`src/rtl/spi_rxc.sv`:
```
// Receive-side SPI shift controller: assembles 8/16/32-bit frames from shift_in, presents them with an
// RXNE/overrun handshake, and in CRC mode checks the trailing CRC frame of each block against a serial LFSR.
module spi_rxc #(
  parameter int NUM_W = 13
) (
  input  logic             sclk_rx,
  input  logic             spi_rx_rst,
  input  logic             rx_en,
  input  logic             shift_in,
  input  logic [1:0]       df,
  input  logic             lsbf,
  input  logic             crc_en,
  input  logic [31:0]      crc_poly,
  input  logic [NUM_W-1:0] spi_rnum_max,
  input  logic             rd_ack,
  input  logic             ovr_clr,
  output logic [31:0]      rx_data,
  output logic             rxne,
  output logic             ovr,
  output logic             rx_frame_done,
  output logic             crc_done,
  output logic             crc_err,
  output logic [31:0]      rx_crc_data_out
);

  typedef enum logic {S_DATA = 1'b0, S_CRC = 1'b1} state_e;

  localparam logic [NUM_W-1:0] CNT_ONE = {{(NUM_W-1){1'b0}}, 1'b1};

  state_e           state_q, state_d;
  logic [4:0]       bit_cnt_q, bit_cnt_d;
  logic [1:0]       df_q, df_d;
  logic             lsbf_q, lsbf_d;
  logic [31:0]      shreg_q, shreg_d;
  logic [NUM_W-1:0] cnt_q, cnt_d;
  logic [31:0]      crc_q, crc_d;
  logic [31:0]      rx_data_q, rx_data_d;
  logic             rxne_q, rxne_d;
  logic             ovr_q, ovr_d;
  logic             frame_done_q, frame_done_d;
  logic             crc_done_q, crc_done_d;
  logic             crc_err_q, crc_err_d;

  logic [1:0]       df_eff;
  logic             lsbf_eff;
  logic [4:0]       width_m1;
  logic [4:0]       pos;
  logic [31:0]      wmask;
  logic [31:0]      word_new;
  logic [31:0]      crc_step;
  logic             fb;
  logic             last_bit;
  logic             data_done;
  logic             ovr_set;
  logic [NUM_W-1:0] limit;
  logic [NUM_W-1:0] cnt_inc;

  // Frame geometry comes from the live inputs on the first bit, from the latched copy afterwards.
  always_comb begin
    df_eff   = (bit_cnt_q == 5'd0) ? df : df_q;
    lsbf_eff = (bit_cnt_q == 5'd0) ? lsbf : lsbf_q;
    case (df_eff)
      2'b00:   begin width_m1 = 5'd7;  wmask = 32'h0000_00FF; end
      2'b01:   begin width_m1 = 5'd15; wmask = 32'h0000_FFFF; end
      default: begin width_m1 = 5'd31; wmask = 32'hFFFF_FFFF; end
    endcase
    pos      = lsbf_eff ? bit_cnt_q : (width_m1 - bit_cnt_q);
    last_bit = rx_en && (bit_cnt_q == width_m1);

    word_new      = (bit_cnt_q == 5'd0) ? 32'h0 : shreg_q;
    word_new[pos] = shift_in;

    fb       = crc_q[width_m1] ^ shift_in;
    crc_step = ((crc_q << 1) ^ (crc_poly & {32{fb}})) & wmask;

    limit    = (spi_rnum_max == '0) ? CNT_ONE : spi_rnum_max;
    cnt_inc  = cnt_q + CNT_ONE;
  end

  always_comb begin
    state_d      = state_q;
    bit_cnt_d    = bit_cnt_q;
    df_d         = df_q;
    lsbf_d       = lsbf_q;
    shreg_d      = shreg_q;
    cnt_d        = cnt_q;
    crc_d        = crc_q;
    rx_data_d    = rx_data_q;
    rxne_d       = rxne_q & ~rd_ack;
    ovr_set      = 1'b0;
    frame_done_d = 1'b0;
    crc_done_d   = 1'b0;
    crc_err_d    = crc_err_q;
    data_done    = 1'b0;

    if (!rx_en) begin
      bit_cnt_d = 5'd0;
    end else begin
      shreg_d = word_new;
      if (bit_cnt_q == 5'd0) begin
        df_d   = df;
        lsbf_d = lsbf;
      end
      bit_cnt_d = last_bit ? 5'd0 : (bit_cnt_q + 5'd1);
    end

    case (state_q)
      S_DATA: begin
        if (crc_en && rx_en) crc_d = crc_step;
        if (last_bit) begin
          frame_done_d = 1'b1;
          data_done    = 1'b1;
          if (crc_en) begin
            if (cnt_inc >= limit) begin
              state_d = S_CRC;
              cnt_d   = '0;
            end else begin
              cnt_d = cnt_inc;
            end
          end
        end
      end
      S_CRC: begin
        if (!crc_en) begin
          state_d = S_DATA;
          crc_d   = 32'h0;
          if (last_bit) begin
            frame_done_d = 1'b1;
            data_done    = 1'b1;
          end
        end else if (last_bit) begin
          // The CRC register is frozen for the whole CRC frame, so crc_q is the pre-frame value.
          frame_done_d = 1'b1;
          crc_done_d   = 1'b1;
          if ((word_new & wmask) != crc_q) crc_err_d = 1'b1;
          crc_d   = 32'h0;
          state_d = S_DATA;
        end
      end
      default: state_d = S_DATA;
    endcase

    if (data_done) begin
      if (!rxne_q || rd_ack) begin
        rx_data_d = word_new & wmask;
        rxne_d    = 1'b1;
      end else begin
        ovr_set = 1'b1;
      end
    end

    if (!crc_en) begin
      crc_d     = 32'h0;
      cnt_d     = '0;
      crc_err_d = 1'b0;
    end

    ovr_d = ovr_clr ? 1'b0 : (ovr_q | ovr_set);
  end

  always_ff @(posedge sclk_rx) begin
    if (spi_rx_rst) begin
      state_q      <= S_DATA;
      bit_cnt_q    <= 5'd0;
      df_q         <= 2'b00;
      lsbf_q       <= 1'b0;
      shreg_q      <= 32'h0;
      cnt_q        <= '0;
      crc_q        <= 32'h0;
      rx_data_q    <= 32'h0;
      rxne_q       <= 1'b0;
      ovr_q        <= 1'b0;
      frame_done_q <= 1'b0;
      crc_done_q   <= 1'b0;
      crc_err_q    <= 1'b0;
    end else begin
      state_q      <= state_d;
      bit_cnt_q    <= bit_cnt_d;
      df_q         <= df_d;
      lsbf_q       <= lsbf_d;
      shreg_q      <= shreg_d;
      cnt_q        <= cnt_d;
      crc_q        <= crc_d;
      rx_data_q    <= rx_data_d;
      rxne_q       <= rxne_d;
      ovr_q        <= ovr_d;
      frame_done_q <= frame_done_d;
      crc_done_q   <= crc_done_d;
      crc_err_q    <= crc_err_d;
    end
  end

  assign rx_data         = rx_data_q;
  assign rxne            = rxne_q;
  assign ovr             = ovr_q;
  assign rx_frame_done   = frame_done_q;
  assign crc_done        = crc_done_q;
  assign crc_err         = crc_err_q;
  assign rx_crc_data_out = crc_q;

endmodule
```
`config.mk`:
```
export PLATFORM = sky130hd
export DESIGN_NAME = spi_rxc
export DESIGN_NICKNAME = d
export VERILOG_FILES = /design/src/rtl/spi_rxc.sv
export SDC_FILE = /design/constraint.sdc
export NUM_CORES = 1
export LEC_CHECK = 0
export ABC_AREA = 0
export BUFFER_PORTS_ARGS = -buffer_cell sky130_fd_sc_hd__buf_2
export CAP_MARGIN = 5
export CORE_MARGIN = 8
export CORE_UTILIZATION = 30
export CTS_CLUSTER_SIZE = 8
export DETAILED_ROUTE_END_ITERATION = 12
export PLACE_DENSITY_LB_ADDON = 0.12
export SLEW_MARGIN = 10
export SYNTH_ARGS = -nofsm -noshare
export SYNTH_HDL_FRONTEND = slang
export SYNTH_SLANG_ARGS = --single-unit
```
`constraint.sdc`:
```
create_clock -name sclk_rx -period 4.4 [get_ports sclk_rx]
set_clock_uncertainty 0.2 [all_clocks]
set_input_delay 0.44 -clock sclk_rx [delete_from_list [all_inputs] [get_ports sclk_rx]]
set_output_delay 0.44 -clock sclk_rx [all_outputs]
set_load 0.01 [all_outputs]
```
# Yosys cells after proc, flatten, opt, wreduce, memory -nomap -nowiden
# Index checks and enable logic that the tools add are counted.
# totals
latch_bits	0
n_memories	0
output_inout_bits	69
elab_cells	81
ramBits	0
romBits	0
ff_bits	123
# classes
n_eq_ne	5
bitwise	11
magnitude_cmp	4
n_shift	0
add_sub_neg	3
muxes	29
mul	0
reduce_logical	16
div	0
# op_table
operator	count
case mux 32 bit (2 select lines)	2
bitwise AND 32 bit	3
2-to-1 mux 32 bit	3
bitwise mux 32 bit	1
inequality test 32 bit	1
bitwise XOR 32 bit	1
2-to-1 mux 13 bit	2
2-to-1 mux 1 bit	14
adder 13 x 1 -> 13 bit, second input constant	1
greater-or-equal comparator 13 bit	1
zero test 13 bit	1
less-than comparator 5 x 6 -> 1 bit, second input constant	2
case mux 5 bit (2 select lines)	1
AND reduction 2 bit	3
OR reduction 3 bit	2
adder 5 x 1 -> 5 bit, second input constant	1
binary-select mux 1 bit (select 5 bit)	1
demux 1 bit (select 5 bit)	1
== test 5 bit	1
greater-or-equal comparator 5 x 1 -> 1 bit, second input constant	1
zero test 5 bit	1
2-to-1 mux 5 bit	1
subtractor 5 bit	1
inverter 1 bit	4
other kinds (14)	18

# Logic depth before layout (Yosys ltp)
# depth
depth_word	14
mapped_depth	16
mapped_depth_nobuf	15

# Worst setup path after synthesis
# OpenSTA, ideal clock, no wires.
# synth_timing
kind	register to register
from	register bit_cnt_q[0]
to	register crc_err_q (netlist: crc_err)
stages_incl_launch_ff	15
path_buffers	3
arrival_time_ns	3.145
setup_slack_ns	0.927
period_less_slack_ns	3.473
setup_time_ns	0.128
path_cell_list	dfxtp_1 clkbuf_1 inv_1 ha_1 buf_4 nor4b_4 buf_6 mux2i_4 mux2i_2 nand2b_2 mux2_1 nor2_1 a311o_1 a2111oi_2 a31oi_1
# synth_via
elab_chain_len	14
elab_cells_between_ends	21
classes_between	1 x add/sub; 2 x order compare; 3 x eq/ne; 9 x mux; 1 x bitwise; 5 x reduce/logical
# synth_rtl
element	line_no	rtl
start: declaration	31	logic [4:0] bit_cnt_q, bit_cnt_d;
start signal: assignment	178	bit_cnt_q <= bit_cnt_d;
zero test 5 bit	60, 61, 70	
2-to-1 mux 2 bit	-	
== test 2 x 1 -> 1 bit / zero test 2 bit (equally long branches)	62	case (df_eff)
case mux 5 bit (2 select lines)	62	
subtractor 5 bit	67	pos = lsbf_eff ? bit_cnt_q : (width_m1 - bit_cnt_q);
2-to-1 mux 5 bit	67	
less-than comparator 5 x 6 -> 1 bit (not written as such) / greater-or-equal comparator 5 x 1 -> 1 bit (equally long branches)	71	word_new[pos] = shift_in;
logical AND 1 bit (not written as such)	71	
2-to-1 mux 1 bit (not written as such)	71	
demux 1 bit (select 5 bit)	71	
bitwise mux 32 bit	71	
bitwise AND 32 bit	135	if ((word_new & wmask) != crc_q) crc_err_d = 1'b1;
inequality test 32 bit	135	
AND reduction 3 bit (no line) *	-	
end signal: assignment	189	crc_err_q <= crc_err_d;
end: declaration	42	logic crc_err_q, crc_err_d;
# Mark *: on every way between the ends. The rest lies on a longest branch, timed or not.
# A chain may end at the register's enable or synchronous reset.

# Worst setup path in the final report
# layout_timing
from	register bit_cnt_q[1]
to	register crc_err_q (netlist: crc_err)
# Same word-level chain as after synthesis.

==> flow_summary.yaml <==
run_status:
  status: "complete, no violations"
synth:
  synthCells: 987
  yosys_warnings: 0
  synth.distinct_cells: 83
  ys_seq_area_share_pct: 32.2
  synth_seq_cells: 123
  synth_area_leaders: "dfxtp_1, nor2_1, a22oi_1"
  synth_nets: 1058
  synth_area_leader_cell: "dfxtp_1"
  synthArstFlopShare_pct: 0
  ys.flop_type: "dfxtp_1"
  syn_area_per_cell_um2: 7.75
  synth_edf_count: 0
  netlist_area_mm2: 0.00765
  yosysTopAreaCellShare_pct: 32.2
critical_path:
  reg2reg_slack_ns: 0.38
  slowest_stage: "mux2i_2"
  timing_worst_setup_path_type: "reg2reg"
  crit_path_frequent_cell: "buf_4"
  crit_start: "bit_cnt_q[1]"
  r2r-start: "bit_cnt_q[1]"
  critPathBufInv: 3
  critPathArrivalTime_ns: 4.12
  worst_setup_path_end_kind: "flop"
  critPathLaunchType: "flop"
  cp_slowest_stage_delay_ns: 0.49
  crit_chain: "inv_1 -> ha_1 -> nor4b_4 -> mux2i_4 -> buf_4 -> mux2i_2 -> buf_4 -> nand2b_2 -> mux2_1 -> nor2_1 -> a311o_1 -> a2111oi_2 -> a31oi_1"
  required_ns: 4.49
  path_delay_family: "multiplexers"
  cp_max_fo: 11
finish:
  drive_above_1_share_pct: 20.8
  nFillCells: 2719
  layout.nets: 1167
  final_area_mm2: 0.00931
  fin_cells: 1439
  post-route-util_pct: 37.1
  antennaDiodeCount: 0
  layout_common_cells: "nor2_1, dfxtp_1, buf_2"
  final_common_cell: "nor2_1"
  synthToLayoutAreaGrowth_pct: 21.7
placed_design:
  gp_congestion: 0.915
  preCtsSetupSlack_ns: 0.355
  place_inst: 1406
  numPortBuffers: 123
  dpl_cell_area_mm2: 0.00866
  hpwl_mm: 20.5
clock_tree:
  cts_buffers: 17
  h-tree-depth: 4
  cts_tree: "built"
  cts_sinks: 123
  clk_latency_ns: 0.42
  clk_path_buf_depth: 2
  clock-root-buffer: "clkbuf_16"
  cts.clk_slew.worst_paths_ns: 0.06
route:
  drt_wl_total_mm: 28.1
  drc: 0
  postRouteAntennaNets: 0
  vias: 7624
  first_pass_iters: 6
  wl_per_cell_um: 19.5
  avgViaCountPerCell: 5.30
  drt-initial-drc-count: 640
sta:
  min_period_over_period_pct: 91.4
  setup_viol: 0
  slew_viol_final: 0
  timing_hold_violations_final: 0
  rsz0062_at_grt: "false"
  fin_crit_ns: 4.02
  setup_ws_ns: 0.377
  fin_setup_tns_ns: 0
  fmax_mhz: 249
  relSlewSlack_pct: 33.8
  hold_slack_ns: 0.0822
  worst_slew_pin_slew_ns: 0.993
grt:
  first_global_vias: 7492
  grt_use_total_pct: 18.0
  antenna_found_initial: 1
  grt_pass1_wl_mm: 43.8
  grt_use_met3_pct: 4.38
  grt_overflow: 0
  grt_max_degree: 73
  use_met1_pct: 23.7
  busiest_layer: "met2"
  met2_usage_pct: 28.2
floorplanning:
  start_util_pct: 30.5
  die_w_um: 176
  ios: 124
  chipHeight_um: 176
  die_area_mm2: 0.0309
  core-area_mm2: 0.0251
  placementRows: 58
power:
  power.share.switching_pct: 27.0
  intPower_mw: 2.24
  power_switching_mw: 0.826
  peakVddDrop_mv: 0.176
  p_clk_share_pct: 50.1
  totalPowerFinal_mw: 3.06
  power_leakage_nw: 3.61
  power_frac_seq_pct: 37.3
  p_comb_share_pct: 12.6
  pwr_density_cell_mw_per_mm2: 329
min_path:
  worstHoldStart: "crc_poly[0]"
  hold_path_class: "in2reg"
job:
  cap_violations: 0
## synth_stat cells (9+ instances only)
cell type  number
nor2_1        166
dfxtp_1       123
nand2_1        97
a22oi_1        64
clkbuf_1       58
xnor2_1        51
o21ai_0        46
a21oi_1        44
nand3_1        30
inv_1          28
a211oi_1       20
ha_1           16
nor3_1         15
xor2_1         14
mux2i_1        12
and2_1         10
nor4_1         10
o22ai_1        10
or3_1          10
nand2b_1        9
o211ai_1        9
## worst reg2reg max path, cell delays in order (launching register included)
cell       delay (ns)
dfxtp_1          0.40
inv_1            0.19
ha_1             0.37
nor4b_4          0.38
mux2i_4          0.33
buf_4            0.21
mux2i_2          0.50
buf_4            0.23
nand2b_2         0.09
mux2_1           0.23
nor2_1           0.04
a311o_1          0.34
a2111oi_2        0.28
a31oi_1          0.12
## routing by layer
metal,vias up,part of all wire (%)
li1,3756,-
met4,2,2.3
met3,37,6.1
met5,-,0.032
met1,3577,47
met2,252,45
## what timing repair did
action,CTS,global route
hold endpoints to repair,1,0
endpoints found under the setup margin,0,3
hold buffers,1,0
resized for setup,0,2
setup buffers,0,0
## final timing paths
path / to / cells after the start
max reg2reg: crc_err / 13
min: rx_crc_data_out[0] / 3
min reg2reg: rx_data[16] / 2
max: crc_err / 13
## power by group through the flow
| stage | logic [mW] | registers [mW] | clock network (mW) |
|---|---|---|---|
| final | 0.385 | 1.14 | 1.54 |
| after global routing | 0.421 | 1.14 | 1.62 |
| after CTS | 0.387 | 1.14 | 1.57 |
| after detailed placement | 0.384 | 1.17 | 0 |
| after global placement | 0.384 | 1.17 | 0 |
| after floorplan | 0.262 | 1.16 | 0 |
## cell families after synthesis
group	count (synthesis)	synth area share, %
AO/OA/AOI/OAI	261	24.1
XOR/XNOR	65	7.44
adder cells (fa/ha/maj)	16	2.62
buffers and inverters	100	5.61
flip-flops	123	32.2
multiplexers	25	3.81
AND/OR/NAND/NOR	397	24.3
## flip-flops by register name, summed over array words and instances, names as in the netlist
name             count
bit_cnt_q            5
rx_crc_data_out     32
crc_done             1
rxne                 1
rx_frame_done        1
lsbf_q               1
cnt_q               13
ovr                  1
state_q              1
rx_data             32
shreg_q             32
crc_err              1
df_q                 2
## layout make-up
type                       count  area (µm²)  share of cell area [%]
sequential                   123        2460                    26.5
tap                          330         413                    4.44
multi-input combinational    764        4780                    51.3
clock inverter                13         191                    2.06
clock buffer                  19         443                    4.76
inverter                      28         105                    1.13
timing repair buffer         162         915                    9.83
No activity file was read; power rests on OpenSTA's default activity.
